==> config.mk <==
export PLATFORM = sky130hd
export DESIGN_NAME = register_bank_flat
export DESIGN_NICKNAME = d
export VERILOG_FILES = /design/src/rtl/register_bank_if.sv /design/src/rtl/register_bank.sv /design/src/flat_wrapper.sv
export SDC_FILE = /design/constraint.sdc
export NUM_CORES = 1
export LEC_CHECK = 0
export CORE_AREA = 2 2 421 423
export DETAILED_ROUTE_END_ITERATION = 10
export DIE_AREA = 0 0 423 425
export PLACE_DENSITY_LB_ADDON = 0.08
export SYNTH_ARGS = -nofsm -noshare
export SYNTH_HDL_FRONTEND = slang
export SYNTH_SLANG_ARGS = --single-unit
==> constraint.sdc <==
create_clock -name clock -period 5.76 [get_ports clock]
set_input_delay 1.152 -clock clock [delete_from_list [all_inputs] [get_ports clock]]
set_output_delay 1.152 -clock clock [all_outputs]
set_load 0.05 [all_outputs]
==> src/rtl/register_bank_if.sv <==
// Write/read bus for register_bank.
//   ctrl_writeEnable : write request
//   ctrl_writeReg    : destination register index
//   data_writeReg    : write data
//   reg_q            : flat register contents, word i at [32*i+31:32*i]
//   write_pending    : a write is held in the pending stage
//   wr_count         : saturating count of committed writes
// master drives writes (requester), slave is the register bank.
interface register_bank_if;
  logic           ctrl_writeEnable;
  logic [4:0]     ctrl_writeReg;
  logic [31:0]    data_writeReg;
  logic [1023:0]  reg_q;
  logic           write_pending;
  logic [15:0]    wr_count;

  modport master (
    output ctrl_writeEnable, ctrl_writeReg, data_writeReg,
    input  reg_q, write_pending, wr_count
  );

  modport slave (
    input  ctrl_writeEnable, ctrl_writeReg, data_writeReg,
    output reg_q, write_pending, wr_count
  );
endinterface

==> src/rtl/register_bank.sv <==
// 32 x 32-bit register bank with a one-deep pending write stage.
// A write is captured into the pending stage on one edge and committed to
// the array on the next; register 0 is hardwired to zero and writes to it
// are dropped before they reach the pending stage.
// Ports:
//   clock      : rising-edge clock
//   ctrl_reset : synchronous active-high reset
//   bus        : register_bank_if.slave (write request in, contents/status out)
// Build option: define REGBANK_BYPASS_EN to forward the pending write onto
// reg_q, making a write visible one edge earlier.
module register_bank (
  input  logic           clock,
  input  logic           ctrl_reset,
  register_bank_if.slave bus
);

  localparam int unsigned NUM_REGS = 32;
  localparam int unsigned DATA_W   = 32;
  localparam int unsigned IDX_W    = 5;
  localparam int unsigned CNT_W    = 16;

  // Only indices 1..31 have storage; word 0 is a constant zero.
  logic [DATA_W-1:0] regs [1:NUM_REGS-1];

  logic              pend_valid;
  logic [IDX_W-1:0]  pend_idx;
  logic [DATA_W-1:0] pend_data;
  logic [CNT_W-1:0]  wr_count_q;

  logic              accept_c;

  assign accept_c = bus.ctrl_writeEnable && (bus.ctrl_writeReg != '0);

  // Pending stage: capture one accepted write per edge.
  always_ff @(posedge clock) begin
    if (ctrl_reset) begin
      pend_valid <= 1'b0;
      pend_idx   <= '0;
      pend_data  <= '0;
    end else begin
      pend_valid <= accept_c;
      if (accept_c) begin
        pend_idx  <= bus.ctrl_writeReg;
        pend_data <= bus.data_writeReg;
      end
    end
  end

  // Commit stage: retire the pending write into the array.
  always_ff @(posedge clock) begin
    if (ctrl_reset) begin
      for (int i = 1; i < NUM_REGS; i++) begin
        regs[i] <= '0;
      end
      wr_count_q <= '0;
    end else if (pend_valid) begin
      regs[pend_idx] <= pend_data;
      if (wr_count_q != '1) begin
        wr_count_q <= wr_count_q + CNT_W'(1);
      end
    end
  end

  // Flatten the array onto reg_q (optionally forwarding the pending write).
  always_comb begin
    bus.reg_q = '0;
    for (int i = 1; i < NUM_REGS; i++) begin
      bus.reg_q[DATA_W*i +: DATA_W] = regs[i];
`ifdef REGBANK_BYPASS_EN
      if (pend_valid && (pend_idx == IDX_W'(i))) begin
        bus.reg_q[DATA_W*i +: DATA_W] = pend_data;
      end
`endif
    end
  end

  assign bus.write_pending = pend_valid;
  assign bus.wr_count      = wr_count_q;

endmodule

==> src/flat_wrapper.sv <==
// flat-port wrapper written by rule: the top's interface ports become plain ports
module register_bank_flat 
  (clock, ctrl_reset, bus_ctrl_writeEnable, bus_ctrl_writeReg, bus_data_writeReg, bus_reg_q, bus_write_pending, bus_wr_count);
  register_bank_if bus_i ();
  input  logic clock;
  input  logic ctrl_reset;
  input wire logic [$bits(bus_i.ctrl_writeEnable)-1:0] bus_ctrl_writeEnable;
  input wire logic [$bits(bus_i.ctrl_writeReg)-1:0] bus_ctrl_writeReg;
  input wire logic [$bits(bus_i.data_writeReg)-1:0] bus_data_writeReg;
  output wire logic [$bits(bus_i.reg_q)-1:0] bus_reg_q;
  output wire logic [$bits(bus_i.write_pending)-1:0] bus_write_pending;
  output wire logic [$bits(bus_i.wr_count)-1:0] bus_wr_count;
  assign bus_i.ctrl_writeEnable = bus_ctrl_writeEnable;
  assign bus_i.ctrl_writeReg = bus_ctrl_writeReg;
  assign bus_i.data_writeReg = bus_data_writeReg;
  assign bus_reg_q = bus_i.reg_q;
  assign bus_write_pending = bus_i.write_pending;
  assign bus_wr_count = bus_i.wr_count;
  register_bank u_core (.clock(clock), .ctrl_reset(ctrl_reset), .bus(bus_i));
endmodule
# Word-level counts from Yosys, hierarchy flattened

Memories as Yosys holds them, arrays and structs flattened.
Index checks and enable logic that the tools add are counted.

Input port bits: 40
Output and inout port bits: 1041
RAM bits: 992
Memories kept: 1
Register bits after elaboration: 54
Word-level logic and storage cells: 19

Memory list:

| name        | words | width | read ports | clocked after memory_dff | write ports | RTL line            | text |
|---|---|---|---|---|---|---|---|
| u_core.regs | 31    | 32    | 31         | 0                        | 31          | register_bank.sv:23 | `logic [DATA_W-1:0] regs [1:NUM_REGS-1];` |

Reduce and logical (&&, ||, !) cells: 4
Add/sub/neg operators: 1
Eq/ne operators: 1
Multiplexer cells: 8

Operator list:

| operator                                                        | number |
|---|---|
| 32-bit 2-to-1 mux                                               | 1 |
| 32-bit OR reduction                                             | 1 |
| 16-bit by 1-bit adder with 16-bit output, second input constant | 1 |
| 16-bit inequality test, second input constant                   | 1 |
| 1-bit 2-to-1 mux                                                | 6 |
| 5-bit 2-to-1 mux                                                | 1 |
| 5-bit nonzero test                                              | 1 |
| 2-bit AND reduction                                             | 1 |
| 1-bit logical AND                                               | 1 |

# Longest topological paths before layout

Gate-level depths: netlist of the first run.

Depth in word-level cells: 5
Mapped depth: 6
Mapped depth without buffers: 5

# Worst setup path before layout of the first run

No wires, ideal clock.

Kind: input -> register
From: input port ctrl_reset
To: memory u_core.regs[28][0], enable pin
Buffers on the path: 2
Library setup time: 375 ps
Required time: 5385 ps
Arrival: 2579 ps
Stages: 5
Slack: 2807 ps
Cells stage by stage: buf_2 or4b_1 buf_4 nor2_4 or2_2

RTL lines:

| what        | RTL line            | text |
|---|---|---|
| from (decl) | flat_wrapper.sv:6   | `input logic ctrl_reset;` |
| to (decl)   | register_bank.sv:23 |  |

# Final worst setup path of the first run

From: register u_core.pend_valid (netlist: u_core.bus.write_pending)
To: output port bus_write_pending

RTL lines:

| what                   | RTL line            | text |
|---|---|---|
| from (decl)            | register_bank.sv:25 | `logic pend_valid;` |
| from (signal assigned) | register_bank.sv:41 | `pend_valid <= accept_c;` |
| to (decl)              | flat_wrapper.sv:11  | `output wire logic [$bits(bus_i.write_pending)-1:0] bus_write_pending;` |

No word-level cell between the ends.

==> results of run 1 <==
## kinds of logic (layout without fill, tap and decap cells)
group                      Yosys count  count (layout)  synth area share, %
AOI/OAI and AO/OA                   62              62                0.851
xor gates and xnor gates             1               1               0.0221
adders and majority gates            1               1               0.0315
buffers and inverters              243            1346                 2.87
DFF                               1046            1046                 77.7
muxes                                3               3               0.0788
other                                1              48              0.00944
and+or+nand+nor                   1191            1191                 18.4
## tightest hold or removal path: stages (launching register included)
cell     delay (ps)
dfxtp_2         320
nand2_1          50
a21oi_1          50
## sequential cells by signal, indices dropped and copies added, names as in the netlist
signal	cells
u_core.pend_idx	5
u_core.pend_data	32
u_core.regs	992
u_core.bus.write_pending	1
u_core.bus.wr_count	16
## cells in the mapped netlist, types with 6 or more instances
cell type,n
and2_1,993
edfxtp_1,992
clkbuf_1,169
nand2_1,77
buf_4,54
dfxtp_1,54
a21oi_1,48
or2_2,32
nor2_1,24
clkbuf_2,12
nor2_2,8
buf_2,7
nand4_1,7
nor2_4,7
nor3_1,7
nand3_1,6
o21ai_0,6
## per-layer routing
layer,wire length [um],up-vias
met5,73,-
met4,3920,12
met3,13900,195
met2,99200,935
met1,72200,12300
li1,-,10800
## through the flow
stage	util, %	cells	worst slack, ps
after floorplan	-	2579	2810
after global placement	30.1	5799	1630
after detailed placement	30.1	5799	1650
after CTS	32.4	6022	1940
after global routing	32.4	6024	1930
final	32.4	6038	2060
## report_power, final
group	switching (mW)	total, mW	leakage, nW	internal (mW)
clock network	3.38	7.88	1.92	4.50
logic	1.61	2.08	7.78	0.468
registers	0.148	8.71	10.7	8.56
total	5.14	18.7	20.4	13.5
## final cells by class
class / count / area [sq um]
Fill cell: 17300 / 119000
Sequential cell: 1046 / 30900
Timing Repair Buffer: 1122 / 11000
Multi-Input combinational cell: 1290 / 7910
Clock buffer: 171 / 3540
Tap cell: 2340 / 2930
Clock inverter: 52 / 404
Antenna cell: 16 / 40.0
Inverter: 1 / 3.75
## path summary, 6_finish.rpt
kind                                        endpoint                      from  cells after the start
worst min register to register  u_core.pend_data[21]      u_core.pend_data[21]                      2
worst min-delay path            u_core.pend_data[21]      u_core.pend_data[21]                      2
worst max register to register    u_core.regs[7][22]  u_core.bus.write_pending                      4
worst max-delay path               bus_write_pending  u_core.bus.write_pending                      1
==> impl_results.md, run 1 <==
* Post-route ant nets at 0
* CP Capture Type: primary output
* CP Cell Sequence: clkdlybuf4s50_1
* Final Power at between 15 and 20 mW
* WL/cell at roughly 31 um
* First-pass GRT wire length at 247000 um
* Total CTS buffers at 131
* Post-layout nets at around 3.6k
* Critical-path top delay cell: clkdlybuf4s50_1
* Min Tclk post-route at 3700 ps
* Top-area cell type share of the netlist area at 75.0%
* Die width at 423 um
* Final period utilization at 64.2%
* RSZ-0062 raised after global routing: no
* Most Used Layer, Global Route: met2
* Worst path arrival time at roughly 2600 ps
* GPL Wtd Cong at 0.759
* Drt pass-1 iters at 5
* Startpoint Class: flop
* EDFF count, synth at 992
* Most common cell after layout, fill and taps aside: clkdlybuf4s50_1
* Layout area overhead at 43.0%
* PD cells at approximately 330 nW/um^2
* Placed cell area at roughly 53000 sq um
* Synth cell types at 45
* Hold WC Path Type: flop to flop
* WHS at 452 ps
* Slew @ Worst Pin at about 1200 ps
* Crit path required time at 4610 ps
* Reg2Reg Setup Slack at 2330 ps
* Root buffer cell: clkbuf_16
* Setup bufs post-CTS at 0
* Yosys warning count at 0
* Cts repair resizes at 0
* Kind of critical path: flop to primary output
* Crit path buf inv count at 1
* Die Area at 180000 sq um
* Initial antenna violation count at 50
* Kind of cell adding the most delay to the critical path: buffers and inverters
* Total number of vias at roughly 24k
* Outcome: complete, no violations
* Area leader, netlist: edfxtp_1
* Met1 usage at between 20% and 30%
* Met2 global-route usage at 37.5%
* Setup TNS at 0 ps
* Synthesis-stage register bit count at 1046
* Largest net degree at the start of global routing at 66
* Initial Utilization at 22.6%
* # H-tree levels at 4
* Max-Slew Margin vs Limit at 20.0%
* DRC Markers at 0
* Worst Skew at roughly 23 ps
* CTS Hold Bufs at 0
* Tot GR Track Use at 20.6%
* Peak VDD IR at 0.000295 V
* Rows at 154
* # port buffers at approximately 1.0k
* Final Hold Vio Count at 0
* Most used DFF post-synth: edfxtp_1
* Maximum buffer depth of the clock tree at 3
* Drt total wl at 189000 um
* CORE AREA at between 150000 and 200000 sq um
* Fraction of layout cells with a size suffix above 1 at a little under a tenth
* Mean Syn Cell Area at 15.6 sq um
* Clock Pin Slew Worst Setup and Hold Paths at 60 ps
* Vias in the first global route at around 25k
* Synth Instances at 2548
* Synth top area cells: edfxtp_1 (75%), and2_1 (16%), dfxtp_1 (2.7%)
* CTS tree: done
* M3 GR Usage at 6.15%
* Later-pin clock latency in the skew report at 780 ps
* Worst path max stage delay at 970 ps
* Ys async rst share at 0%
* Worst-path fanout max at 16
* Via density at roughly 4
* Post-synthesis sequential area ratio at 77.7%
* Setup Viol. Count Final at 0
* Max Fclk at 270 MHz
* Cell area after synthesis at 39700 sq um
* Max Cap Viol at 0
* Leakage power at 20.4 nW
* IO Pins at 1081
* Final Max Tran Viols at 0
* Leading cell types in the layout, fill and taps excluded: clkdlybuf4s50_1 (1047), and2_1 (993), edfxtp_1 (992)
* Grt total ovfl at 0
* Design Area, Final at 56800 sq um
* Initial DRC Count at 1621
* Die Y-Extent at 425 um
* Clk sink count at between 1k and 1.5k
* Post-DP HPWL at ~130000 um
(Power assumes the default switching activity.)
==> run 2, diff against run 1 <==
CORE_AREA = 2 2 426 428   (was 2 2 421 423)
DIE_AREA = 0 0 428 430   (was 0 0 423 425)
clock period = 3.6 ns   (was 5.76 ns; I/O delays follow)
==> impl_results.md, run 2 (synthesis results as in run 1) <==
* WL/cell at 31.1 um (-0.84%)
* Clock power frac at 42.8% (+0.6 points)
* Clk sink count at 1046 (unchanged)
* Grt total ovfl at 0 (unchanged)
* Fraction of layout cells with a size suffix above 1 at 10.7% (+1.5 points)
* GPL Wtd Cong at 0.785 (+3.5%)
* RSZ-0062 raised after global routing: no
* Clock Pin Slew Worst Setup and Hold Paths at 60 ps (about the same)
* Crit. Startpoint: u_core.bus.wr_count[4]
* Die width at 428 um (+1.2%)
* Max Cap Viol at 0 (unchanged)
* First-pass GRT wire length at 248000 um (+0.39%)
* Reg power frac at 46.4% (-0.3 points)
* Reg2Reg Setup Slack at 780 ps (-1550 ps)
* CORE AREA at 180000 sq um (+2.5%)
* Worst Skew at 26.7 ps (+3.88 ps)
* Internal power at 22.0 mW (+62%)
* Combinational fraction of design power at 10.8% (-0.3 points)
* Placed instance count at 5873 (+1.3%)
* CP Cell Sequence: clkdlybuf4s50_1
* Worst-path fanout max at 9 (-7)
* Worst r2r dst: u_core.regs[9][27]
* Initial DRC Count at 1843 (+14%)
* Post-layout nets at 3680 (+1.3%)
* Leakage power at 20.8 nW (+1.9%)
* Crit path required time at 2880 ps (-1730 ps)
* Worst path arrival time at 2320 ps (-230 ps)
* Largest net degree at the start of global routing at 70 (+6.1%)
* CP Capture Type: primary output
* Min Tclk post-route at between 3000 and 4000 ps
* Top reg by flops: u_core.regs
* Post-route setup slack at 560 ps (-1500 ps)
* Vias in the first global route at 24.3k (-1.8%)
* Hold EP: u_core.pend_data[27]
* Total CTS buffers at 134 (+2.3%)
* Max Fclk at about 330 MHz
* Reg2Reg Depth at 4 (unchanged)
* CTS tree: done
* Hold Crit Depth at 3 (+1)
* Cts repair resizes at 0 (unchanged)
* PD cells at 526 nW/um^2 (+60%)
* Setup bufs post-CTS at 0 (unchanged)
* Most common cell after layout, fill and taps aside: clkdlybuf4s50_1
* Outcome: complete, no violations
* Root buffer cell: clkbuf_16
* Maximum buffer depth of the clock tree at 3 (unchanged)
* Later-pin clock latency in the skew report at 790 ps (about the same)
* # port buffers at 1048 (unchanged)
* Via density at 4.00 (-0.29%)
* Tot GR Track Use at 20.3% (-0.37 points)
* Die Area at 184000 sq um (+2.4%)
* IO Pins at 1081 (unchanged)
* Cell Count, Final, Fillers Out at 6126 (+1.5%)
* Top layer in use: met4
* Die Y-Extent at 430 um (+1.2%)
* Post-route ant nets at 0 (unchanged)
* Initial Utilization at 22.1% (-0.56 points)
* Startpoint Class: flop
* Layout area overhead at 44.9%
* Drt pass-1 iters at 5 (unchanged)
* Switching share of power at 27.5% (-0.037 points)
* Met2 Routed Length at 101000 um (+1.3%)
* DRC Markers at 0 (unchanged)
* Total number of vias at 24.5k (+1.2%)
* Drt total wl at 190000 um (+0.61%)
* Peak VDD IR at 0.000399 V (+35%)
* WL met1 at 72900 um (+1.1%)
* Met3 WL at 12300 um (-11%)
* Reg-to-reg startpoint: u_core.pend_idx[3]
* Max reg flops at 992 (unchanged)
* Kind of cell adding the most delay to the critical path: buffers and inverters
* Post-DP HPWL at 131000 um (+2.4%)
* Layout fillers at 17.7k (+2.5%)
* Critical-path top delay cell: clkdlybuf4s50_1
* Critical path depth at 1 (unchanged)
* Pre-CTS WS at 506 ps (-1150 ps)
* Final period utilization at 84.4%
* Initial antenna violation count at 55 (+10%)
* Rows at 156 (+1.3%)
* Max-Slew Margin vs Limit at 17.7% (-2.3 points)
* Sw power at 8.32 mW (+62%)
* Kind of critical path: flop to primary output
* Hold WC Path Type: primary input to flop
* Slew @ Worst Pin at 1230 ps (+39.3 ps)
* Setup TNS at 0 ps (unchanged)
* Design Area, Final at 57500 sq um (+1.4%)
* Placed cell area at 53400 sq um (+1.1%)
* # H-tree levels at 4 (unchanged)
* CTS Hold Bufs at 0 (unchanged)
* Setup Viol. Count Final at 0 (unchanged)
* Final Max Tran Viols at 0 (unchanged)
* Hold path start: ctrl_reset
* Final Hold Vio Count at 0 (unchanged)
* Worst path max stage delay at 980 ps (about the same)
* Leading cell types in the layout, fill and taps excluded: clkdlybuf4s50_1 (1047), and2_1 (993), edfxtp_1 (992)
* Crit path buf inv count at 1 (unchanged)
[run 2: cell types whose count changed in the layout (fill, tap and decap cells not counted), sizes merged]
cell and change:
buf +44, clkinv +3, clkbuf +12, inv -5, clkinvlp +4
[run 2: power by group through the flow]
| stage | registers [mW] | logic, mW | clock network [mW] |
|---|---|---|---|
| 2_1_floorplan | 15.5 | 0.443 | 0 |
| 3_3_place_gp | 14.3 | 3.34 | 0 |
| 3_5_place_dp | 14.3 | 3.33 | 0 |
| 4_1_cts | 14.1 | 3.33 | 13.3 |
| 5_1_grt | 14.1 | 3.34 | 13.7 |
| 6_report | 14.1 | 3.26 | 13.0 |
[run 2: final cells by class]
type | instances | area (sq um) | area share [%]
inverter | 1 | 3.75 | 0.00652
timing repair buffer | 1166 | 11600 | 20.2
clock inverter | 54 | 428 | 0.744
clock buffer | 183 | 3680 | 6.40
tap | 2370 | 2970 | 5.15
multi-input combinational | 1290 | 7880 | 13.7
sequential | 1046 | 30900 | 53.7
antenna | 16 | 40.0 | 0.0696
[run 2: through the flow]
stage / utilization [%] / power [mW] / hold WS, ps
2_1_floorplan: - / 16.0 / 467
3_3_place_gp: 29.7 / 17.7 / 511
3_5_place_dp: 29.7 / 17.7 / 510
4_1_cts: 32.0 / 30.7 / 386
5_1_grt: 32.0 / 31.2 / 426
6_report: 32.0 / 30.3 / 445
[run 2: how the worst max path moves through the flow]
stage	slack [ps]	to
after global placement	500	u_core.regs[9][28]
after CTS	430	bus_wr_count[4]
after floorplan	1080	u_core.regs[28][0]
after detailed placement	510	u_core.regs[26][28]
final	560	bus_wr_count[4]
after global routing	450	bus_wr_count[4]
[run 2: per-layer routing]
| metal | vias to the layer above | global-route usage [%] |
|---|---|---|
| met5 | - | 0 |
| li1 | 10900 | - |
| met2 | 952 | 36.8 |
| met4 | 0 | 5.72 |
| met1 | 12500 | 23.1 |
| met3 | 191 | 5.47 |
==> run 3, diff against run 2 <==
CORE_AREA = 2 2 419 421   (was 2 2 426 428)
DIE_AREA = 0 0 421 423   (was 0 0 428 430)
clock period = 2.61 ns   (was 3.6 ns; I/O delays follow)
==> impl_results.md, run 3 (synthesis results as in run 1) <==
* Tot GR Track Use at 20.4% (+0.11 points)
* Layout fillers at 17.0k (-4.3%)
* Sw power at 11.3 mW (+36%)
* Max reg flops at 992 (unchanged)
* Reg area at 30900 sq um (unchanged)
* Switching share of power at 27.3% (-0.15 points)
* Critical-path top delay cell: clkdlybuf4s50_1
* RSZ-0062 raised after global routing: no
* Post-route ant nets at 0 (unchanged)
* Internal power at 30.0 mW (+37%)
* CP Capture Type: primary output
* Grt total ovfl at 0 (unchanged)
* Final Power at 41.3 mW (+36%)
* Area of the multi-input gates at 7900 sq um (+0.19%)
* Clock Pin Slew Worst Setup and Hold Paths at 60 ps (about the same)
* WL/cell at 30.4 um (-2.2%)
* Worst path arrival time at 2020 ps (-300 ps)
* Most common cell after layout, fill and taps aside: clkdlybuf4s50_1
* Max Fclk at between 300 and 400 MHz
* Initial Utilization at 22.9% (+0.83 points)
* Post-layout nets at 3708 (+0.76%)
* First-pass GRT wire length at 243000 um (-1.9%)
* Setup bufs post-CTS at 0 (unchanged)
* Kind of critical path: flop to primary output
* Worst-path fanout max at 1 (-8)
* Fraction of layout cells with a size suffix above 1 at 11.5% (+0.79 points)
* Final Max Tran Viols at 0 (unchanged)
* Via density at 4.03 (+0.64%)
* Combinational fraction of design power at 11.4% (+0.6 points)
* Rows at 153 (-1.9%)
* Post-DP HPWL at 128000 um (-2.2%)
* Max-Slew Margin vs Limit at 40.5% (+23 points)
* Vias in the first global route at 24.7k (+1.8%)
* # port buffers at 1048 (unchanged)
* Later-pin clock latency in the skew report at 760 ps (-30 ps)
* Total CTS buffers at 132 (-1.5%)
* Crit path buf inv count at 1 (unchanged)
* Root buffer cell: clkbuf_16
* Peak VDD IR at 0.000635 V (+59%)
* Initial DRC Count at 1712 (-7.1%)
* Slew @ Worst Pin at 893 ps (-342 ps)
* GPL Wtd Cong at 0.763 (-2.8%)
* CTS tree: done
* Drt total wl at 186000 um (-2.4%)
* DRC Markers at 0 (unchanged)
* Worst Skew at 23.6 ps (-3.09 ps)
* Hold WC Path Type: primary input to flop
* Leakage power at 21.1 nW (+1.6%)
* Clock power frac at 42.0% (-0.8 points)
* Maximum buffer depth of the clock tree at 3 (unchanged)
* Leading cell types in the layout, fill and taps excluded: clkdlybuf4s50_1 (1011), and2_1 (993), edfxtp_1 (992)
* PD cells at 712 nW/um^2 (+35%)
* Setup Viol. Count Final at 0 (unchanged)
* IO Pins at 1081 (unchanged)
* Crit path required time at 2090 ps (-790 ps)
* Startpoint Class: flop
* Reg power frac at 46.6% (+0.2 points)
* Die Area at 178000 sq um (-3.2%)
* Final period utilization at 97.4%
* Worst path max stage delay at 950 ps (-30 ps)
* Min Tclk post-route at 2540 ps
* Design Area, Final at 58000 sq um (+0.76%)
* CTS Hold Bufs at 0 (unchanged)
* Die width at 421 um (-1.6%)
* Total number of vias at 24.6k (+0.49%)
* Clk sink count at 1046 (unchanged)
* # H-tree levels at 4 (unchanged)
* Kind of cell adding the most delay to the critical path: buffers and inverters
* Drt pass-1 iters at 5 (unchanged)
* Initial antenna violation count at 54 (-1.8%)
* Max Cap Viol at 0 (unchanged)
* Placed cell area at 54000 sq um (+1.0%)
* Die Y-Extent at 423 um (-1.6%)
* Setup TNS at 0 ps (unchanged)
* Outcome: complete, no violations
* Layout area overhead at 46.0%
* CORE AREA at 173000 sq um (-3.6%)
* Top reg by flops: u_core.regs
* Final Hold Vio Count at 0 (unchanged)
* Largest net degree at the start of global routing at 61 (-13%)
* CP Cell Sequence: clkdlybuf4s50_1
[run 3: changes by cell type in the layout (fill, tap and decap cells not counted), sizes merged]
| cell | previous run | this run |
|---|---|---|
| buf | 119 | 166 |
| clkinvlp | 5 | 1 |
| dlygate4sd2 | 0 | 17 |
| diode | 16 | 23 |
| inv | 4 | 5 |
| clkdlybuf4s50 | 1047 | 1011 |
| clkinv | 42 | 45 |
| clkbuf | 183 | 185 |
| bufinv | 4 | 1 |
| dlymetal6s2s | 0 | 2 |
[run 3: path summary, 6_finish.rpt]
| check | from | endpoint | slack (ps) | cells past startpoint |
|---|---|---|---|---|
| min | ctrl_reset | u_core.bus.wr_count[0] | 280 | 3 |
| max reg2reg | u_core.pend_idx[2] | u_core.regs[6][16] | 500 | 5 |
| max | u_core.regs[2][16] | bus_reg_q[80] | 70 | 1 |
| min reg2reg | u_core.pend_data[19] | u_core.pend_data[19] | 480 | 2 |
[run 3: power groups by stage]
stage / combinational (mW) / clock [mW] / sequential [mW]
after CTS: 4.81 / 17.8 / 19.3
after detailed placement: 4.81 / 0 / 19.6
after floorplan: 0.611 / 0 / 21.4
final: 4.70 / 17.3 / 19.2
after global placement: 4.83 / 0 / 19.6
after global routing: 4.84 / 18.4 / 19.3
[run 3: through the flow]
stage	hold WS [ps]	cells	utilization [%]	setup slack [ps]
detailed placement	472	5858	31.1	133
global placement	465	5858	31.1	173
CTS	239	6094	33.4	0.332
finish	283	6117	33.5	67.1
global route	269	6107	33.5	1.41
floorplan	467	2579	-	233
[run 3: area by class of cell]
| cell class | instances | share of cell area [%] |
|---|---|---|
| Antenna cell | 23 | 0.0993 |
| Multi-Input combinational cell | 1290 | 13.6 |
| Sequential cell | 1046 | 53.3 |
| Clock inverter | 51 | 0.559 |
| Clock buffer | 185 | 6.33 |
| Tap cell | 2325 | 5.02 |
| Timing Repair Buffer | 1196 | 21.1 |
| Inverter | 1 | 0.00647 |
[run 3: layer usage]
layer / wire, um / vias up / GRT usage (%)
li1: - / 11000 / -
met1: 69300 / 12400 / 22.9
met2: 95300 / 993 / 35.6
met3: 14400 / 259 / 6.56
met4: 6960 / 2 / 7.91
met5: 13 / - / 0
[run 3: what timing repair did]
item                                    CTS  global route
gates resized for setup                  17             2
endpoints found under the setup margin   17             2
hold endpoints to repair                  0             0
